[config.mk]
export PLATFORM = sky130hd
export DESIGN_NAME = check_node_sched
export DESIGN_NICKNAME = d
export VERILOG_FILES = /design/src/rtl/check_node_sched.sv
export SDC_FILE = /design/constraint.sdc
export NUM_CORES = 1
export LEC_CHECK = 0
export CORE_ASPECT_RATIO = 0.6
export CORE_UTILIZATION = 45
export CTS_BUF_LIST = sky130_fd_sc_hd__clkbuf_16
export CTS_CLUSTER_SIZE = 10
export DETAILED_ROUTE_END_ITERATION = 7
export HOLD_SLACK_MARGIN = 0.1
export SLEW_MARGIN = 20
export SYNTH_ARGS = -nofsm -noshare
export SYNTH_HDL_FRONTEND = slang
export SYNTH_SLANG_ARGS = --single-unit
[constraint.sdc]
create_clock -name clk -period 14.8 [get_ports clk]
set_input_delay 1.48 -clock clk [delete_from_list [all_inputs] [get_ports clk]]
set_output_delay 1.48 -clock clk [all_outputs]
set_load 0.02 [all_outputs]
[src/rtl/check_node_sched.sv]
// rtl/check_node_sched.sv - degree-6 min-sum check node sequencer with one shared evaluator
module check_node_sched #(
   parameter int WIDTH  = 20,
   parameter int OFFSET = 0
) (
   input  logic             clk,
   input  logic             rst,
   input  logic             clear,
   input  logic             in_valid,
   output logic             in_ready,
   input  logic [WIDTH-1:0] in_data,
   output logic             out_valid,
   input  logic             out_ready,
   output logic [WIDTH-1:0] out_data,
   output logic [2:0]       out_edge,
   output logic             busy
);

   typedef enum logic [1:0] {
      LOAD = 2'd0,
      EVAL = 2'd1,
      EMIT = 2'd2
   } state_t;

   localparam logic [WIDTH-1:0] OFF_W = WIDTH'(OFFSET);

   state_t           state_q, state_d;
   logic [2:0]       ld_cnt_q, ld_cnt_d;
   logic [WIDTH-1:0] msg_q [6];
   logic [WIDTH-1:0] msg_d [6];
   logic [WIDTH-1:0] out_data_q, out_data_d;
   logic [2:0]       out_edge_q, out_edge_d;

   logic [2:0]       excl_edge;
   logic [WIDTH-1:0] abs_v;
   logic [WIDTH-1:0] mag;
   logic [WIDTH-1:0] mag2;
   logic             sign;
   logic [WIDTH-1:0] eval_result;

   // Shared evaluator: result for the edge whose value is registered next
   // (edge 0 while in EVAL, otherwise the edge after the one on display).
   always_comb begin
      excl_edge = (state_q == EVAL) ? 3'd0 : out_edge_q + 3'd1;
      mag       = '1;
      sign      = 1'b0;
      abs_v     = '0;
      for (int j = 0; j < 6; j++) begin
         if (3'(j) != excl_edge) begin
            // Two's complement negation wraps the most negative value onto
            // itself, which read unsigned is exactly its magnitude.
            abs_v = msg_q[j][WIDTH-1] ? (~msg_q[j] + 1'b1) : msg_q[j];
            if (abs_v < mag) begin
               mag = abs_v;
            end
            sign = sign ^ msg_q[j][WIDTH-1];
         end
      end
      mag2        = (mag > OFF_W) ? (mag - OFF_W) : '0;
      eval_result = sign ? (~mag2 + 1'b1) : mag2;
   end

   // Next-state logic: load sequencing, evaluation and emit handshakes, with clear on top.
   always_comb begin
      state_d    = state_q;
      ld_cnt_d   = ld_cnt_q;
      msg_d      = msg_q;
      out_data_d = out_data_q;
      out_edge_d = out_edge_q;
      if (clear) begin
         state_d    = LOAD;
         ld_cnt_d   = 3'd0;
         out_edge_d = 3'd0;
      end else begin
         case (state_q)
            LOAD: begin
               if (in_valid) begin
                  msg_d[ld_cnt_q] = in_data;
                  if (ld_cnt_q == 3'd5) begin
                     ld_cnt_d = 3'd0;
                     state_d  = EVAL;
                  end else begin
                     ld_cnt_d = ld_cnt_q + 3'd1;
                  end
               end
            end
            EVAL: begin
               out_data_d = eval_result;
               out_edge_d = 3'd0;
               state_d    = EMIT;
            end
            EMIT: begin
               if (out_ready) begin
                  if (out_edge_q == 3'd5) begin
                     state_d = LOAD;
                  end else begin
                     out_edge_d = out_edge_q + 3'd1;
                     out_data_d = eval_result;
                  end
               end
            end
            default: begin
               state_d  = LOAD;
               ld_cnt_d = 3'd0;
            end
         endcase
      end
   end

   // State registers with asynchronous reset.
   always_ff @(posedge clk or posedge rst) begin
      if (rst) begin
         state_q    <= LOAD;
         ld_cnt_q   <= 3'd0;
         out_data_q <= '0;
         out_edge_q <= 3'd0;
         for (int i = 0; i < 6; i++) begin
            msg_q[i] <= '0;
         end
      end else begin
         state_q    <= state_d;
         ld_cnt_q   <= ld_cnt_d;
         out_data_q <= out_data_d;
         out_edge_q <= out_edge_d;
         for (int i = 0; i < 6; i++) begin
            msg_q[i] <= msg_d[i];
         end
      end
   end

   assign in_ready  = (state_q == LOAD);
   assign out_valid = (state_q == EMIT);
   assign out_data  = out_data_q;
   assign out_edge  = out_edge_q;
   assign busy      = (state_q != LOAD) || (ld_cnt_q != 3'd0);

endmodule

==> results of run 1 <==
cells in the final DEF, fill, tap and decap left out, types with 11 or more instances in the layout:
cell type,Yosys,layout
a21o_1,30,30
a21oi_1,55,50
a31oi_1,11,11
and2_1,15,15
buf_4,3,78
clkbuf_16,0,19
clkdlybuf4s50_1,0,50
dfrtp_1,148,148
ha_1,107,105
inv_1,66,65
mux2_2,135,133
mux2i_1,22,20
nand2_1,149,148
nand2b_1,15,15
nand3_1,26,25
nand4_1,21,21
nor2_1,84,82
nor2b_1,15,15
nor3_1,29,27
o21a_1,13,13
o21ai_0,96,91
o21ai_1,12,17
o31ai_1,35,34
o41ai_1,16,15
or3_1,17,16
xnor2_1,69,68
xor2_1,56,56
registers in the layout, summed over array words and instances (netlist names):
register / count
ld_cnt_q: 3
msg_q: 120
out_data: 20
out_edge: 3
state_q: 2
critical path: cells and delay by family, from the launching register on:
| family | cells | cell delay, ns |
|---|---|---|
| AOI/OAI and AO/OA | 23 | 4.54 |
| and+or+nand+nor | 20 | 4.44 |
| DFF | 1 | 0.41 |
| adders and majority gates | 7 | 1.92 |
| buffers and inverters | 11 | 1.62 |
| muxes | 2 | 0.72 |
| xor gates and xnor gates | 2 | 0.27 |
cell usage after synthesis, types with 5 or more instances:
| cell type | count |
|---|---|
| a211oi_1 | 7 |
| a21o_1 | 30 |
| a21oi_1 | 55 |
| a22o_1 | 5 |
| a31oi_1 | 11 |
| and2_1 | 15 |
| and3_1 | 5 |
| buf_1 | 5 |
| buf_2 | 11 |
| clkbuf_1 | 40 |
| dfrtp_1 | 148 |
| ha_1 | 107 |
| inv_1 | 66 |
| mux2_2 | 135 |
| mux2i_1 | 22 |
| nand2_1 | 149 |
| nand2b_1 | 15 |
| nand3_1 | 26 |
| nand3b_1 | 7 |
| nand4_1 | 21 |
| nor2_1 | 84 |
| nor2b_1 | 15 |
| nor3_1 | 29 |
| nor4_1 | 7 |
| o211ai_1 | 9 |
| o21a_1 | 13 |
| o21ai_0 | 96 |
| o21ai_1 | 12 |
| o31a_1 | 6 |
| o31ai_1 | 35 |
| o41ai_1 | 16 |
| or2_2 | 5 |
| or3_1 | 17 |
| or4_1 | 12 |
| xnor2_1 | 69 |
| xor2_1 | 56 |
worst min-delay path by stage:
stage / start / end / slack [ns] / cells after the start
floorplan: msg_q[81]$_DFFE_PP0P_ / msg_q[81]$_DFFE_PP0P_ / 0.50 / 1
detailed placement: out_data[9]$_DFFE_PP0P_ / out_data[9]$_DFFE_PP0P_ / 0.47 / 2
global placement: out_data[9]$_DFFE_PP0P_ / out_data[9]$_DFFE_PP0P_ / 0.47 / 2
CTS: out_data[12]$_DFFE_PP0P_ / out_data[12]$_DFFE_PP0P_ / 0.48 / 2
global route: out_data[9]$_DFFE_PP0P_ / out_data[9]$_DFFE_PP0P_ / 0.50 / 2
finish: out_data[12]$_DFFE_PP0P_ / out_data[12]$_DFFE_PP0P_ / 0.48 / 2
metrics by stage:
| step | setup TNS, ns | hold WS [ns] |
|---|---|---|
| CTS | 0 | 0.485 |
| floorplan | 0 | 0.495 |
| finish | 0 | 0.479 |
| detailed placement | 0 | 0.469 |
| global route | -0.000844 | 0.501 |
| global placement | 0 | 0.465 |
repair_timing:
item	in CTS	in global routing
setup buffers	0	13
resized for setup	0	33
setup endpoints to repair	0	17
kinds of logic (layout without fill, tap and decap cells):
logic type / after synthesis / in the layout / synth area share, %
compound gates: 346 / 346 / 18.3
buf+inv: 127 / 230 / 4.02
simple gates: 427 / 427 / 16.4
flops: 148 / 148 / 28.6
mux: 161 / 161 / 13.9
fa+ha+maj: 107 / 107 / 10.3
xor+xnor: 125 / 125 / 8.45
layout make-up:
type / count / area (µm²)
clock buffer: 17 / 425
clock inverter: 13 / 183
fill: 2569 / 12800
inverter: 66 / 253
multi-input combinational: 1166 / 8900
sequential: 148 / 3700
tap: 367 / 459
timing repair buffer: 134 / 1220
per-layer routing:
metal / vias up / part of all wire (%) / track usage, %
met5: - / 0 / 0
met4: 0 / 1.2 / 7.07
met3: 30 / 9.8 / 7.54
met2: 415 / 36 / 34.7
met1: 5665 / 53 / 46.2
li1: 5440 / - / -
==> impl_results.md, run 1 <==
- CP most frequent cell: buf_4
- Port bufs: 50
- Placed insts: 1866
- GRT Residual Overflow: 0
- Clock skew: 0.0147 ns
- Starting Density: 46.4%
- Sink Count: 148
- Die W: 221 µm
- R2R cell count: 65
- Synth top area cells: dfrtp_1 29%, mux2_2 12%, ha_1 10%, xnor2_1 4.7%, nand2_1 4.3%
- Final worst-path setup slack: 0.692 ns
- Area growth, synth to finish: 16.9%
- Post-layout util: 54.2%
- CP Class: reg2reg
- Max FO, Critical Path: 16
- Worst setup path end: out_data[16]$_DFFE_PP0P_
- Routed WL: 41100 µm
- Placed Area: 14200 µm²
- Core area: 27900 µm²
- Dpl hpwl: 31800 µm
- Max Slew Vio Count: 0
- Leading area contributor after synthesis: dfrtp_1
- Via Count: 11550
- Relative slew slack: 30.1%
- Inserted Clock Buffers: 17
- Final period util: 95.3%
- Mean post-synth cell area: 8.99 µm²
- Vias in the first global route: 10535
- WL/cell: 21.5 µm
- Antenna violations before repair: 0
- Slew @ Worst Pin: 1.05 ns
- Synth Warn #: 0
- Tmin final: 14.11 ns
- Worst Setup Slack post-DPL: 0.347 ns
- Final non-filler cell total: 1911
- Worst hold path class: reg2reg
- Origin of the worst setup path: msg_q[100]$_DFFE_PP0P_
- Asr flop ratio synth: 100%
- Crit path required time: 15.13 ns
- Crit end category: flip-flop
- Global placement routability congestion: 0.997
- Layout cell share with drive strength beyond 1: 19.9%
- Max-cap violations: 0
- Initial drt markers: 1324
- R2R setup slack: 0.69 ns
- Fin area: 15100 µm²
- Yosys reg bits: 148
- Post-Syn Nets: 1573
- Slowest stage delay, CP: 0.54 ns
- Max Buffers Root-to-Sink: 2
- Outcome: finished clean
- CTS tree: yes
- Startpoint Class: flip-flop
- Post-synthesis cell type count: 86
- Number of nets in the layout: 1665
- RR Startpoint: msg_q[100]$_DFFE_PP0P_
- # diodes: 0
- Tot GR Track Use: 28.2%
- H-tree levels: 4
- Ports: 51
- Row count: 47
- CTS root buf: clkbuf_16
- DRC viols: 0
- Later-pin clock latency in the skew report: 0.46 ns
- Antenna Nets Post-Route: 0
- FF-to-FF End: out_data[16]$_DFFE_PP0P_
- First-pass GRT wire length: 62900 µm
- Seq/Total Area, Yosys: 28.6%
- Setup-failing EPs final: 0
- Post-synth EDFFs: 0
- Endpoints failing hold: 0
- Largest net degree at the start of global routing: 87
- Fmax: 70.9 MHz
- DR pass1 iterations: 5
- Clock-pin slew on the worst setup and hold paths: 0.07 ns
- Crit-path slowest cell: or4_4
- Syn Inst Count: 1441
- Mapped cell area: 13000 µm²
- Die H: 133 µm
- Post-CTS Hold Fix Bufs: 0
- Synth Flop Type: dfrtp_1
- Crit path DAT: 14.44 ns
- Area of the die: 29500 µm²
- Vias/cell: 6.04
- Area share of the largest cell type after synthesis: 28.6%
Power of run 1 is not shown: default switching activity piles up to over one toggle a cycle in this logic, so the estimate is an artifact.
==> inputs of run 2 (changes only) <==
--- a/config.mk
+++ b/config.mk
@@ -11,6 +11,7 @@
 export CTS_CLUSTER_SIZE = 10
 export DETAILED_ROUTE_END_ITERATION = 7
 export HOLD_SLACK_MARGIN = 0.1
+export MAX_ROUTING_LAYER = met4
 export SLEW_MARGIN = 20
 export SYNTH_ARGS = -nofsm -noshare
 export SYNTH_HDL_FRONTEND = slang
==> run 2 against run 1 <==
Global-route usage is 0.91 points higher. Cell count hardly changed. Flip-flop and latch count stayed put. Sequential share of layout area hardly changed. Critical path type unchanged. Highest routed layer unchanged. First-iteration DRC count is 12% lower. Clock-buffer cell count stayed put. Non-clock buffer count is 3 lower. Clock skew is 0.0028 ns lower.
==> impl_results.md, run 2 (synthesis results as in run 1) <==
- Port bufs: 50 (unchanged)
- Worst hold path class: reg2reg (unchanged)
- H-tree levels: 4 (unchanged)
- Final non-filler cell total: 1910 (was 1911)
- Hold Crit Depth: 2 (unchanged)
- Starting Density: 46.4% (unchanged)
- Setup-failing EPs final: 0 (unchanged)
- Post-CTS Hold Fix Bufs: 0 (unchanged)
- Crit path DAT: 14.54 ns (was 14.44 ns)
- Endpoints failing hold: 0 (unchanged)
- HP Start: out_data[10]$_DFFE_PP0P_ (was out_data[12]$_DFFE_PP0P_)
- Crit end category: flip-flop (unchanged)
- Placed insts: 1869 (was 1866)
- Slowest stage delay, CP: 0.59 ns (was 0.54 ns)
- Fill cells: 2568 (was 2569)
- Global placement routability congestion: 0.994 (was 0.997)
- Commonest cells after routing, fill and taps aside: 149 x nand2_1, 148 x dfrtp_1, 135 x mux2_2 (was 148 x nand2_1, 148 x dfrtp_1, 133 x mux2_2)
- Fmax: 70.4 MHz (was 70.9 MHz)
- DR pass1 iterations: 5 (unchanged)
- Most flops, register: msg_q (unchanged)
- Max FO, Critical Path: 21 (was 16)
- Clock skew: 0.0119 ns (was 0.0147 ns)
- Area of the die: 29500 µm² (unchanged)
- Ports: 51 (unchanged)
- Fin area: 15100 µm² (about the same)
- RR Startpoint: msg_q[105]$_DFFE_PP0P_ (was msg_q[100]$_DFFE_PP0P_)
- R2R cell count: 62 (was 65)
- Initial drt markers: 1163 (was 1324)
- Via Count: 11425 (was 11550)
- Vias in the first global route: 10423 (was 10535)
- Tot GR Track Use: 29.1% (was 28.2%)
- WL/cell: 21.5 µm (about the same)
- Antenna Nets Post-Route: 0 (unchanged)
- Vias/cell: 5.98 (was 6.04)
- Crit-path slowest cell: or4_4 (unchanged)
- Dpl hpwl: 32400 µm (was 31800 µm)
- Slew @ Worst Pin: 1.08 ns (was 1.05 ns)
- Area growth, synth to finish: 16.9% (about the same)
- CP Class: reg2reg (unchanged)
- Later-pin clock latency in the skew report: 0.46 ns (about the same)
- Commonest non-fill, non-tap cell in the layout: nand2_1
- Max Buffers Root-to-Sink: 2 (unchanged)
- Core area: 27900 µm² (unchanged)
- Largest net degree at the start of global routing: 84 (was 87)
- Tmin final: 14.21 ns (was 14.11 ns)
- Max FFs per register: 120 (unchanged)
- GRT Residual Overflow: 0 (unchanged)
- Sink Count: 148 (unchanged)
- Routed WL: 41000 µm (was 41100 µm)
- Outcome: finished clean (unchanged)
- Final period util: 96.0% (was 95.3%)
- Placed Area: 14300 µm² (was 14200 µm²)
- Max-cap violations: 0 (unchanged)
- R2R setup slack: 0.59 ns (was 0.69 ns)
- Inserted Clock Buffers: 17 (unchanged)
- Post-layout util: 54.2% (about the same)
- Startpoint Class: flip-flop (unchanged)
- Crit path required time: 15.13 ns (about the same)
- Hold slack final: 0.481 ns (was 0.479 ns)
- CP most frequent cell: ha_1 (was buf_4)
- Max Slew Vio Count: 0 (unchanged)
- Antenna violations before repair: 0 (unchanged)
- Relative slew slack: 27.5% (was 30.1%)
- Layout cell share with drive strength beyond 1: 19.5% (was 19.9%)
- Hold Crit Endpoint: out_data[10]$_DFFE_PP0P_ (was out_data[12]$_DFFE_PP0P_)
- Die H: 133 µm (unchanged)
- First-pass GRT wire length: 62800 µm (was 62900 µm)
- CTS tree: yes (unchanged)
- Row count: 47 (unchanged)
- Die W: 221 µm (unchanged)
- # diodes: 0 (unchanged)
- Origin of the worst setup path: msg_q[105]$_DFFE_PP0P_ (was msg_q[100]$_DFFE_PP0P_)
- DRC viols: 0 (unchanged)
- Number of nets in the layout: 1662 (was 1665)
- Clock-pin slew on the worst setup and hold paths: 0.07 ns (about the same)
- CTS root buf: clkbuf_16 (unchanged)
- FF-to-FF End: out_data[16]$_DFFE_PP0P_ (unchanged)
run 2: how the worst max path moves through the flow:
stage,to,slack [ns],depth (start not counted)
after floorplan,out_data[18]$_DFFE_PP0P_,0.1,71
after global placement,out_data[16]$_DFFE_PP0P_,0.55,65
after detailed placement,out_data[18]$_DFFE_PP0P_,0.19,64
after CTS,out_data[16]$_DFFE_PP0P_,0.07,66
after global routing,out_data[18]$_DFFE_PP0P_,-0.02,65
final,out_data[16]$_DFFE_PP0P_,0.59,62
run 2: cell type report:
type | instances | area, µm² | area share (%)
clock inverters | 15 | 200 | 1.32
clock buffers | 17 | 425 | 2.81
repair buffers | 131 | 1180 | 7.81
well taps | 367 | 459 | 3.03
inverters | 66 | 253 | 1.67
multi-input cells | 1166 | 8920 | 58.9
flip-flops and latches | 148 | 3700 | 24.5
run 2: per-layer routing:
metal / track usage [%] / vias to the layer above / part of all wire (%)
met4: 5.32 / 0 / 0.82
met3: 6.35 / 23 / 8.8
met5: - / - / 0
met2: 34.4 / 384 / 35
li1: - / 5427 / -
met1: 47.8 / 5591 / 55
run 2: worst max-delay path, delay by kind of cell, from the launching register on:
kind                     cells  cell delay [ns]
multiplexers                 3             1.02
AND/OR/NAND/NOR             18             4.34
buffers and inverters        9             1.36
AO/OA/AOI/OAI               24             4.91
adder cells (fa/ha/maj)      6             1.66
XOR/XNOR                     2             0.27
flip-flops                   1             0.47
run 2: repair_timing:
item | in CTS | in global routing
buffers inserted | 0 | 9
gates resized for setup | 0 | 32
endpoints found under the setup margin | 0 | 17
run 2: per-stage QoR:
| step | setup WS, ns | setup TNS, ns |
|---|---|---|
| 6_report | 0.593 | 0 |
| 5_1_grt | -0.0219 | -0.0488 |
| 3_5_place_dp | 0.192 | 0 |
| 3_3_place_gp | 0.554 | 0 |
| 4_1_cts | 0.0735 | 0 |
| 2_1_floorplan | 0.0969 | 0 |
Power of run 2 is left out for the same reason.
